==> src/rtl/baud_tick_gen.sv <==
// Fractional-divisor UART tick generator: RX oversample, mid-bit and TX bit-boundary strobes.
// The divisor can be reloaded at run time and takes effect only on a period boundary.
module baud_tick_gen #(
  parameter int CLOCK_RATE    = 25000000,
  parameter int BAUD_RATE     = 115200,
  parameter int RX_OVERSAMPLE = 16,
  parameter int DIV_WIDTH     = 16,
  parameter int FRAC_BITS     = 4
) (
  input  logic                 clk,
  input  logic                 reset_n,
  input  logic                 i_Enable,
  input  logic                 i_Sync,
  input  logic                 i_Div_Load,
  input  logic [DIV_WIDTH-1:0] i_Div_Int,
  input  logic [FRAC_BITS-1:0] i_Div_Frac,
  output logic                 o_Rx_Tick,
  output logic                 o_Mid_Tick,
  output logic                 o_Tx_Tick,
  output logic                 o_Cfg_Err
);

  localparam int OS_W    = $clog2(RX_OVERSAMPLE);
  localparam int RAW_INT = CLOCK_RATE / (BAUD_RATE * RX_OVERSAMPLE);
  localparam logic [DIV_WIDTH-1:0] DEF_INT  = (RAW_INT < 2) ? DIV_WIDTH'(2) : DIV_WIDTH'(RAW_INT);
  localparam logic [OS_W-1:0]      OS_LAST  = OS_W'(RX_OVERSAMPLE - 1);
  localparam logic [OS_W-1:0]      OS_PRE_MID = OS_W'(RX_OVERSAMPLE / 2 - 1);

  logic [DIV_WIDTH-1:0] period_cnt;
  logic [FRAC_BITS-1:0] acc;
  logic [OS_W-1:0]      os_cnt;
  logic                 extend;
  logic                 run;
  logic [DIV_WIDTH-1:0] div_int;
  logic [FRAC_BITS-1:0] div_frac;
  logic                 pend_valid;
  logic [DIV_WIDTH-1:0] pend_int;
  logic [FRAC_BITS-1:0] pend_frac;

  logic                 load_ok;
  logic                 load_bad;
  logic                 restart;
  logic                 period_end;
  logic [DIV_WIDTH:0]   cnt_inc;
  logic [DIV_WIDTH:0]   period_len;
  logic [DIV_WIDTH-1:0] nxt_int;
  logic [FRAC_BITS-1:0] nxt_frac;
  logic [FRAC_BITS:0]   frac_sum;

  assign load_ok  = i_Div_Load && (i_Div_Int >= DIV_WIDTH'(2));
  assign load_bad = i_Div_Load && !load_ok;

  // The first enabled edge after idle behaves like a sync, so the first tick lands INT cycles later.
  assign restart    = i_Enable && (!run || i_Sync);
  assign cnt_inc    = {1'b0, period_cnt} + {{DIV_WIDTH{1'b0}}, 1'b1};
  assign period_len = {1'b0, div_int} + {{DIV_WIDTH{1'b0}}, extend};
  assign period_end = i_Enable && run && !i_Sync && (cnt_inc == period_len);

  // Divisor for the next period: a load in the boundary cycle wins over an older pending one.
  assign nxt_int  = load_ok ? i_Div_Int  : (pend_valid ? pend_int  : div_int);
  assign nxt_frac = load_ok ? i_Div_Frac : (pend_valid ? pend_frac : div_frac);
  assign frac_sum = {1'b0, acc} + {1'b0, nxt_frac};

  always_ff @(posedge clk or negedge reset_n) begin
    if (!reset_n) begin
      period_cnt <= '0;
      acc        <= '0;
      os_cnt     <= '0;
      extend     <= 1'b0;
      run        <= 1'b0;
      div_int    <= DEF_INT;
      div_frac   <= '0;
      pend_valid <= 1'b0;
      pend_int   <= '0;
      pend_frac  <= '0;
      o_Rx_Tick  <= 1'b0;
      o_Mid_Tick <= 1'b0;
      o_Tx_Tick  <= 1'b0;
      o_Cfg_Err  <= 1'b0;
    end else begin
      run        <= i_Enable;
      o_Rx_Tick  <= 1'b0;
      o_Mid_Tick <= 1'b0;
      o_Tx_Tick  <= 1'b0;

      if (load_ok) begin
        o_Cfg_Err <= 1'b0;
      end else if (load_bad) begin
        o_Cfg_Err <= 1'b1;
      end

      if (!i_Enable || restart) begin
        period_cnt <= '0;
        acc        <= '0;
        os_cnt     <= '0;
        extend     <= 1'b0;
        div_int    <= nxt_int;
        div_frac   <= nxt_frac;
        pend_valid <= 1'b0;
      end else if (period_end) begin
        period_cnt <= '0;
        acc        <= frac_sum[FRAC_BITS-1:0];
        extend     <= frac_sum[FRAC_BITS];
        os_cnt     <= (os_cnt == OS_LAST) ? '0 : os_cnt + OS_W'(1);
        o_Rx_Tick  <= 1'b1;
        o_Tx_Tick  <= (os_cnt == OS_LAST);
        o_Mid_Tick <= (os_cnt == OS_PRE_MID);
        div_int    <= nxt_int;
        div_frac   <= nxt_frac;
        pend_valid <= 1'b0;
      end else begin
        period_cnt <= cnt_inc[DIV_WIDTH-1:0];
        if (load_ok) begin
          pend_valid <= 1'b1;
          pend_int   <= i_Div_Int;
          pend_frac  <= i_Div_Frac;
        end
      end
    end
  end

endmodule
==> config.mk <==
export PLATFORM = sky130hd
export DESIGN_NAME = baud_tick_gen
export DESIGN_NICKNAME = d
export VERILOG_FILES = /design/src/rtl/baud_tick_gen.sv
export SDC_FILE = /design/constraint.sdc
export NUM_CORES = 1
export LEC_CHECK = 0
export CORE_ASPECT_RATIO = 1.1
export CORE_MARGIN = 3
export CORE_UTILIZATION = 50
export DETAILED_ROUTE_END_ITERATION = 7
export PLACE_DENSITY = 0.78
export SYNTH_ARGS = -nofsm -noshare
export SYNTH_HDL_FRONTEND = slang
export SYNTH_SLANG_ARGS = --single-unit
==> constraint.sdc <==
create_clock -name clk -period 3.11 [get_ports clk]
set_input_delay 0.7775 -clock clk [delete_from_list [all_inputs] [get_ports clk]]
set_output_delay 0.7775 -clock clk [all_outputs]
set_load 0.03 [all_outputs]
==> summary.txt, run 1 <==
Clocking
  • Clock Latency Late Sink: 0.35 ns
  • CTS clk-pin slew, worst paths: 0.08 ns
  • Clock sinks: 71
  • Clock buffer depth: 2
  • CTS tree: yes
  • Num CTS Buffers: 9
  • Root buffer cell: clkbuf_8
  • CTS Hold Bufs: 0
  • H-tree depth: 3

Pwr
  • PD cells: 469 nW/um2
  • Max VDD drop: 299 uV
  • Leakage power total: 1.99 nW

GRT
  • Met2 GRT Util: 36.0%
  • Vias in the first global route: 3,127
  • Global-route wire length before repair: 15,000 um
  • Met1 GRT Util: 28.0%
  • Total gr overflow: 0
  • Gr busiest metal: met2
  • Global-route track usage on met3: 4.73%
  • Global-route usage over all layers: 21.9%
  • Initial antenna violation count: 0
  • Largest net degree at the start of global routing: 50

STA
  • Worst hold slack: 0.405 ns
  • Worst slew pin tran: 0.548 ns
  • Final Setup Violations: 0
  • Final Worst Setup Slack: 0.106 ns
  • Fmax: 0.333 GHz
  • Fin. Hold Viols: 0
  • Max-slew violations: 0
  • Slew Limit Headroom: 63.4%
  • Minimum clock period: 3.00 ns
  • Worst clock skew: 0.00888 ns
  • Fin crit share: 96.6%

Detailed routing
  • Avg Vias per Cell: 5.65
  • Initial DRT Pass Iterations: 4
  • Initial drt markers: 129
  • Residual DRC count: 0
  • DRT Wirelength: 8750 um
  • Via count: 3,008
  • Routed WL per cell: 16.4 um
  • Routed Antenna Nets: 0

Cells and area
  • Most frequent cells in the layout: dfrtp_1, buf_4, nor2_1
  • Final non-filler cell total: 532
  • N_diodes: 0
  • Layout cells sized above 1: 22.3%
  • Synth-to-Final Area Change: 25.0%
  • Most common cell after layout, fill and taps aside: dfrtp_1
  • Final net count: 459

Placement
  • Post-Place Setup Slack: -0.284 ns
  • Post-DP HPWL: 6300 um
  • Dpl cells: 513
  • Global placement routability congestion: 0.922
  • IO buf count: 28

Critical path
  • CP max stage cell: dfstp_2
  • Most frequent CP cell: or3_4
  • Setup crit start kind: register
  • Worst path max stage delay: 0.55 ns
  • Worst EP arrival: 3.24 ns
  • Req. time, crit path: 3.34 ns
  • Crit path cell chain: ha_2, nand3_2, or3_4, or3_4, and4_1, o2111a_1, o2111ai_4, buf_6, a21oi_4, buf_12, o2bb2a_1
  • WS Path Type: register to register
  • CP endpoint kind: register
  • Maximum fanout along the worst path: 16

Die
  • # IOs: 29
  • Chip width: 89.6 um
  • Site Rows: 32
  • Starting Density: 53.1%
  • Die area: 8780 um2
  • Die height: 98.0 um
  • Core Region: 7250 um2

Logic synthesis
  • EDFF count, synth: 0
  • Post-synthesis cell area: 3840 um2
  • Syn_nets: 391
  • Syn Inst Count: 357
  • Top_reg_cell synth: dfrtp_1
  • Yosys warning count: 0
  • Async SR Flop Fraction: 100%
  • Synth cell types: 55
  • Post-synthesis sequential area ratio: 46.3%
  • Seq cells post-synth: 71
  • Syn_area_per_cell: 10.8 um2

Flow run
  • Max_cap viols: 0

Status
  • Status: complete, no violations

Min path
  • HP Class: input pin to asynchronous set/reset pin
[registers in the layout, indices dropped and copies added, names as in the netlist]
register	flops
div_int	16
extend	1
run	1
o_Tx_Tick	1
pend_int	16
os_cnt	4
pend_valid	1
pend_frac	4
o_Mid_Tick	1
div_frac	4
acc	4
o_Rx_Tick	1
period_cnt	16
o_Cfg_Err	1
[Yosys cell counts (4+ instances only)]
cell type	number	area share (%)
mux2_2	12	3.5
nor2_1	35	3.4
o21ai_0	7	0.91
xor2_1	8	1.8
mux2_1	12	3.5
a2bb2oi_1	5	1.1
ha_1	8	2.6
dfrtp_1	68	44
clkbuf_1	4	0.39
o22ai_1	13	2.1
inv_1	13	1.3
nand2_1	18	1.8
nand4_1	8	1.3
xnor2_1	32	7.3
a2bb2oi_2	7	2.7
nand3_1	19	2.5
nor3_1	7	0.91
a21oi_1	9	1.2
mux2i_1	7	1.8
nor4_1	13	2.1
[critical path, delay by kind of cell (launching register included)]
kind	cells	cell delay, ns
compound gates	4	0.73
fa+ha+maj	1	0.20
flops	1	0.55
simple gates	4	1.07
buf+inv	2	0.34
[logic make-up after synthesis]
| logic type | after synthesis | share of synthesized area (%) |
|---|---|---|
| DFF | 71 | 46.3 |
| buffers and inverters | 25 | 2.93 |
| AOI/OAI and AO/OA | 60 | 13.0 |
| adders and majority gates | 9 | 3.12 |
| muxes | 31 | 8.85 |
| and+or+nand+nor | 120 | 16.1 |
| xor gates and xnor gates | 41 | 9.70 |
[path summary, 6_finish.rpt]
check / slack [ns] / to / depth (start not counted) / from
max: 0.11 / div_int[6] / 11 / div_int[0]
min: 0.40 / period_cnt[10] / 1 / reset_n
max reg2reg: 0.11 / div_int[6] / 11 / div_int[0]
min reg2reg: 0.50 / pend_int[10] / 1 / pend_int[10]
max in group asynchronous: 2.00 / div_int[3] / 2 / reset_n
min in group clk: 0.50 / pend_int[10] / 1 / pend_int[10]
[power breakdown]
part	leakage, nW	switching [mW]	internal (mW)
Sequential	0.892	0.0729	1.02
Clock	0.110	0.343	0.472
Combinational	0.986	0.156	0.193
Total	1.99	0.572	1.68
[cell type report]
| type | count | area [um2] |
|---|---|---|
| multi-input combinational | 261 | 2010 |
| clock buffer | 12 | 145 |
| clock inverter | 4 | 70.1 |
| inverter | 13 | 48.8 |
| fill | 559 | 2440 |
| tap | 102 | 128 |
| sequential | 71 | 1780 |
| timing repair buffer | 69 | 624 |
[stage by stage]
| step | area, um2 | utilization (%) | setup TNS (ns) | total power, mW |
|---|---|---|---|---|
| after global placement | 4510 | 62.2 | -3.51 | 1.42 |
| final | 4800 | 66.3 | 0 | 2.25 |
| after floorplan | 3840 | - | 0 | 1.30 |
| after global routing | 4800 | 66.3 | -0.00260 | 2.36 |
| after CTS | 4740 | 65.4 | 0 | 2.26 |
| after detailed placement | 4510 | 62.2 | -6.90 | 1.45 |
[what timing repair did]
item | 4_1_cts | 5_1_grt
buffers inserted | 0 | 3
endpoints found under the setup margin | 2 | 39
pin swaps | 0 | 1
gates resized for setup | 3 | 9
[metal layers]
metal	up-vias	share of wire, %
li1	1437	-
met1	1495	42
met2	59	52
met3	17	3.6
met4	0	2.3
met5	-	0
Power figures use the tool's default switching activity.
==> run 2: changes to the inputs <==
--- a/config.mk
+++ b/config.mk
@@ -8,6 +8,8 @@
 export CORE_ASPECT_RATIO = 1.1
 export CORE_MARGIN = 3
 export CORE_UTILIZATION = 50
+export CTS_BUF_LIST = sky130_fd_sc_hd__clkbuf_16
+export CTS_CLUSTER_SIZE = 25
 export DETAILED_ROUTE_END_ITERATION = 7
 export PLACE_DENSITY = 0.78
 export SYNTH_ARGS = -nofsm -noshare
==> summary.txt, run 2 (synthesized netlist as in run 1, its figures left out) <==
Status
  • Status: complete, no violations

STA
  • Fin crit share: 96.6%
  • Worst clock skew: 0.00649 ns
  • Final Setup Violations: 0
  • Fmax: 0.333 GHz
  • Max-slew violations: 0
  • Fin. Hold Viols: 0
  • RSZ-0062 raised after global routing: no
  • Slew Limit Headroom: 62.3%
  • Minimum clock period: 3.00 ns
  • Worst slew pin tran: 0.565 ns

Placement
  • Global placement routability congestion: 0.922
  • Post-DP HPWL: 6300 um
  • IO buf count: 28
  • Dpl cells: 513

Critical path
  • R2r setup slk: 0.11 ns
  • Worst path max stage delay: 0.57 ns
  • Setup crit start kind: register
  • CP endpoint kind: register
  • CP max stage cell: dfstp_2
  • Req. time, crit path: 3.32 ns
  • CP top delay family: simple AND/OR/NAND/NOR gates
  • WS Path Type: register to register
  • Most frequent CP cell: or3_4
  • Maximum fanout along the worst path: 16
  • Worst EP arrival: 3.22 ns
  • Crit path cell chain: ha_4, nand3_2, or3_4, or3_4, and4_1, o2111a_1, o2111ai_4, buf_6, a21oi_4, buf_12, o2bb2a_1
  • Buf/Inv on CP: 2

GRT
  • Global-route wire length before repair: 15,100 um
  • Vias in the first global route: 3,208
  • Total gr overflow: 0
  • Global-route usage over all layers: 21.9%
  • Largest net degree at the start of global routing: 50
  • Initial antenna violation count: 0

Detailed routing
  • Avg Vias per Cell: 5.68
  • DRT Wirelength: 8760 um
  • Initial drt markers: 130
  • Routed WL per cell: 16.5 um
  • Initial DRT Pass Iterations: 4
  • Residual DRC count: 0
  • Via count: 3,024
  • Routed Antenna Nets: 0

Clocking
  • CTS clk-pin slew, worst paths: 0.06 ns
  • CTS tree: yes
  • Clock sinks: 71
  • H-tree depth: 3
  • Clock Latency Late Sink: 0.33 ns
  • Num CTS Buffers: 9
  • Root buffer cell: clkbuf_16
  • Clock buffer depth: 2

Pwr
  • Seq pwr share: 43.6%
  • Leakage power total: 2.04 nW
  • Max VDD drop: 345 uV
  • Internal Power: 1.90 mW
  • Combinational share of power: 14.0%
  • PD cells: 511 nW/um2
  • Switching share of power: 24.0%
  • Sw Pwr: 0.602 mW
  • Clock share of power: 42.4%
  • Pwr Total: 2.51 mW

Flow run
  • Max_cap viols: 0

Cells and area
  • Final non-filler cell total: 532
  • Most common cell after layout, fill and taps aside: dfrtp_1
  • Multi-input logic area: 2010 um2
  • N_diodes: 0
  • Synth-to-Final Area Change: 27.5%
  • Largest registers: div_int (16), pend_int (16), period_cnt (16)
  • Seq. cell area: 1780 um2
  • Layout cells sized above 1: 22.1%
  • Most frequent cells in the layout: dfrtp_1, buf_4, nor2_1
  • Final net count: 459
  • Filler cell count: 542

Die
  • Die height: 98.0 um
  • Core Region: 7250 um2
  • Die area: 8780 um2
  • Starting Density: 53.1%
  • Chip width: 89.6 um
  • Site Rows: 32
  • # IOs: 29

Min path
  • HP Class: input pin to asynchronous set/reset pin
## run 2: cell types whose count changed in the layout (fill, tap and decap cells not counted), moves of 2 or more
cell,delta
clkbuf_8,-10
clkbuf_16,+9
clkbuf_1,-2
inv_1,+2
## run 2: final timing paths
check	cells past startpoint	from	to
worst min register to register	1	pend_int[10]	pend_int[10]
worst max-delay path	11	div_int[0]	div_int[6]
worst min-delay path	1	reset_n	period_cnt[10]
max in group asynchronous	2	reset_n	div_int[3]
worst max register to register	11	div_int[0]	div_int[6]
min in group clk	1	pend_int[10]	pend_int[10]
## run 2: repair_timing
| action | 4_1_cts | 5_1_grt |
|---|---|---|
| pin swaps | 0 | 2 |
| hold buffers | 0 | 0 |
| setup endpoints to repair | 2 | 59 |
| buffers inserted | 0 | 3 |
| gates resized for setup | 3 | 11 |
## run 2: per-layer routing
| metal | global-route usage [%] | vias up | wire [um] |
|---|---|---|---|
| met2 | 35.9 | 68 | 4480 |
| met3 | 4.56 | 26 | 303 |
| met1 | 27.7 | 1487 | 3670 |
| met4 | 9.16 | 0 | 306 |
| met5 | 0 | - | 0 |
| li1 | - | 1443 | - |
## run 2: worst reg2reg max path: stages, from the launching register on
cell	delay, ns
dfstp_2	0.57
ha_4	0.15
nand3_2	0.08
or3_4	0.37
or3_4	0.40
and4_1	0.24
o2111a_1	0.29
o2111ai_4	0.12
buf_6	0.17
a21oi_4	0.06
buf_12	0.17
o2bb2a_1	0.28
## run 2: power by group through the flow
stage | Clock (mW) | Sequential, mW | Combinational [mW]
6_report | 1.06 | 1.09 | 0.350
2_1_floorplan | 0 | 1.09 | 0.209
5_1_grt | 1.12 | 1.10 | 0.384
3_3_place_gp | 0 | 1.10 | 0.327
4_1_cts | 1.07 | 1.09 | 0.347
3_5_place_dp | 0 | 1.11 | 0.341
## run 2: metrics by stage
step	hold WS [ns]	util [%]	cell area [um2]	worst slack (ns)	TNS [ns]
6_report	0.438	67.6	4900	0.105	0
3_3_place_gp	0.474	62.2	4510	-0.152	-3.51
4_1_cts	0.452	66.6	4830	0.00168	0
2_1_floorplan	0.458	-	3840	0.155	0
5_1_grt	0.480	67.6	4900	0.0108	0
3_5_place_dp	0.482	62.2	4510	-0.284	-6.90
## run 2: final cells by class
cell class	instances	share of cell area, %
clock buffers	9	4.59
clock inverters	7	1.66
inverters	13	0.995
multi-input cells	261	41.1
flip-flops and latches	71	36.3
well taps	102	2.60
repair buffers	69	12.7
==> run 3: changes to the inputs <==
--- a/config.mk
+++ b/config.mk
@@ -5,6 +5,7 @@
 export SDC_FILE = /design/constraint.sdc
 export NUM_CORES = 1
 export LEC_CHECK = 0
+export ABC_CLOCK_PERIOD_IN_PS = 3110
 export CORE_ASPECT_RATIO = 1.1
 export CORE_MARGIN = 3
 export CORE_UTILIZATION = 50
==> results of run 3 <==
Same layout as run 2: the final DEF is identical, and so are final timing and power.
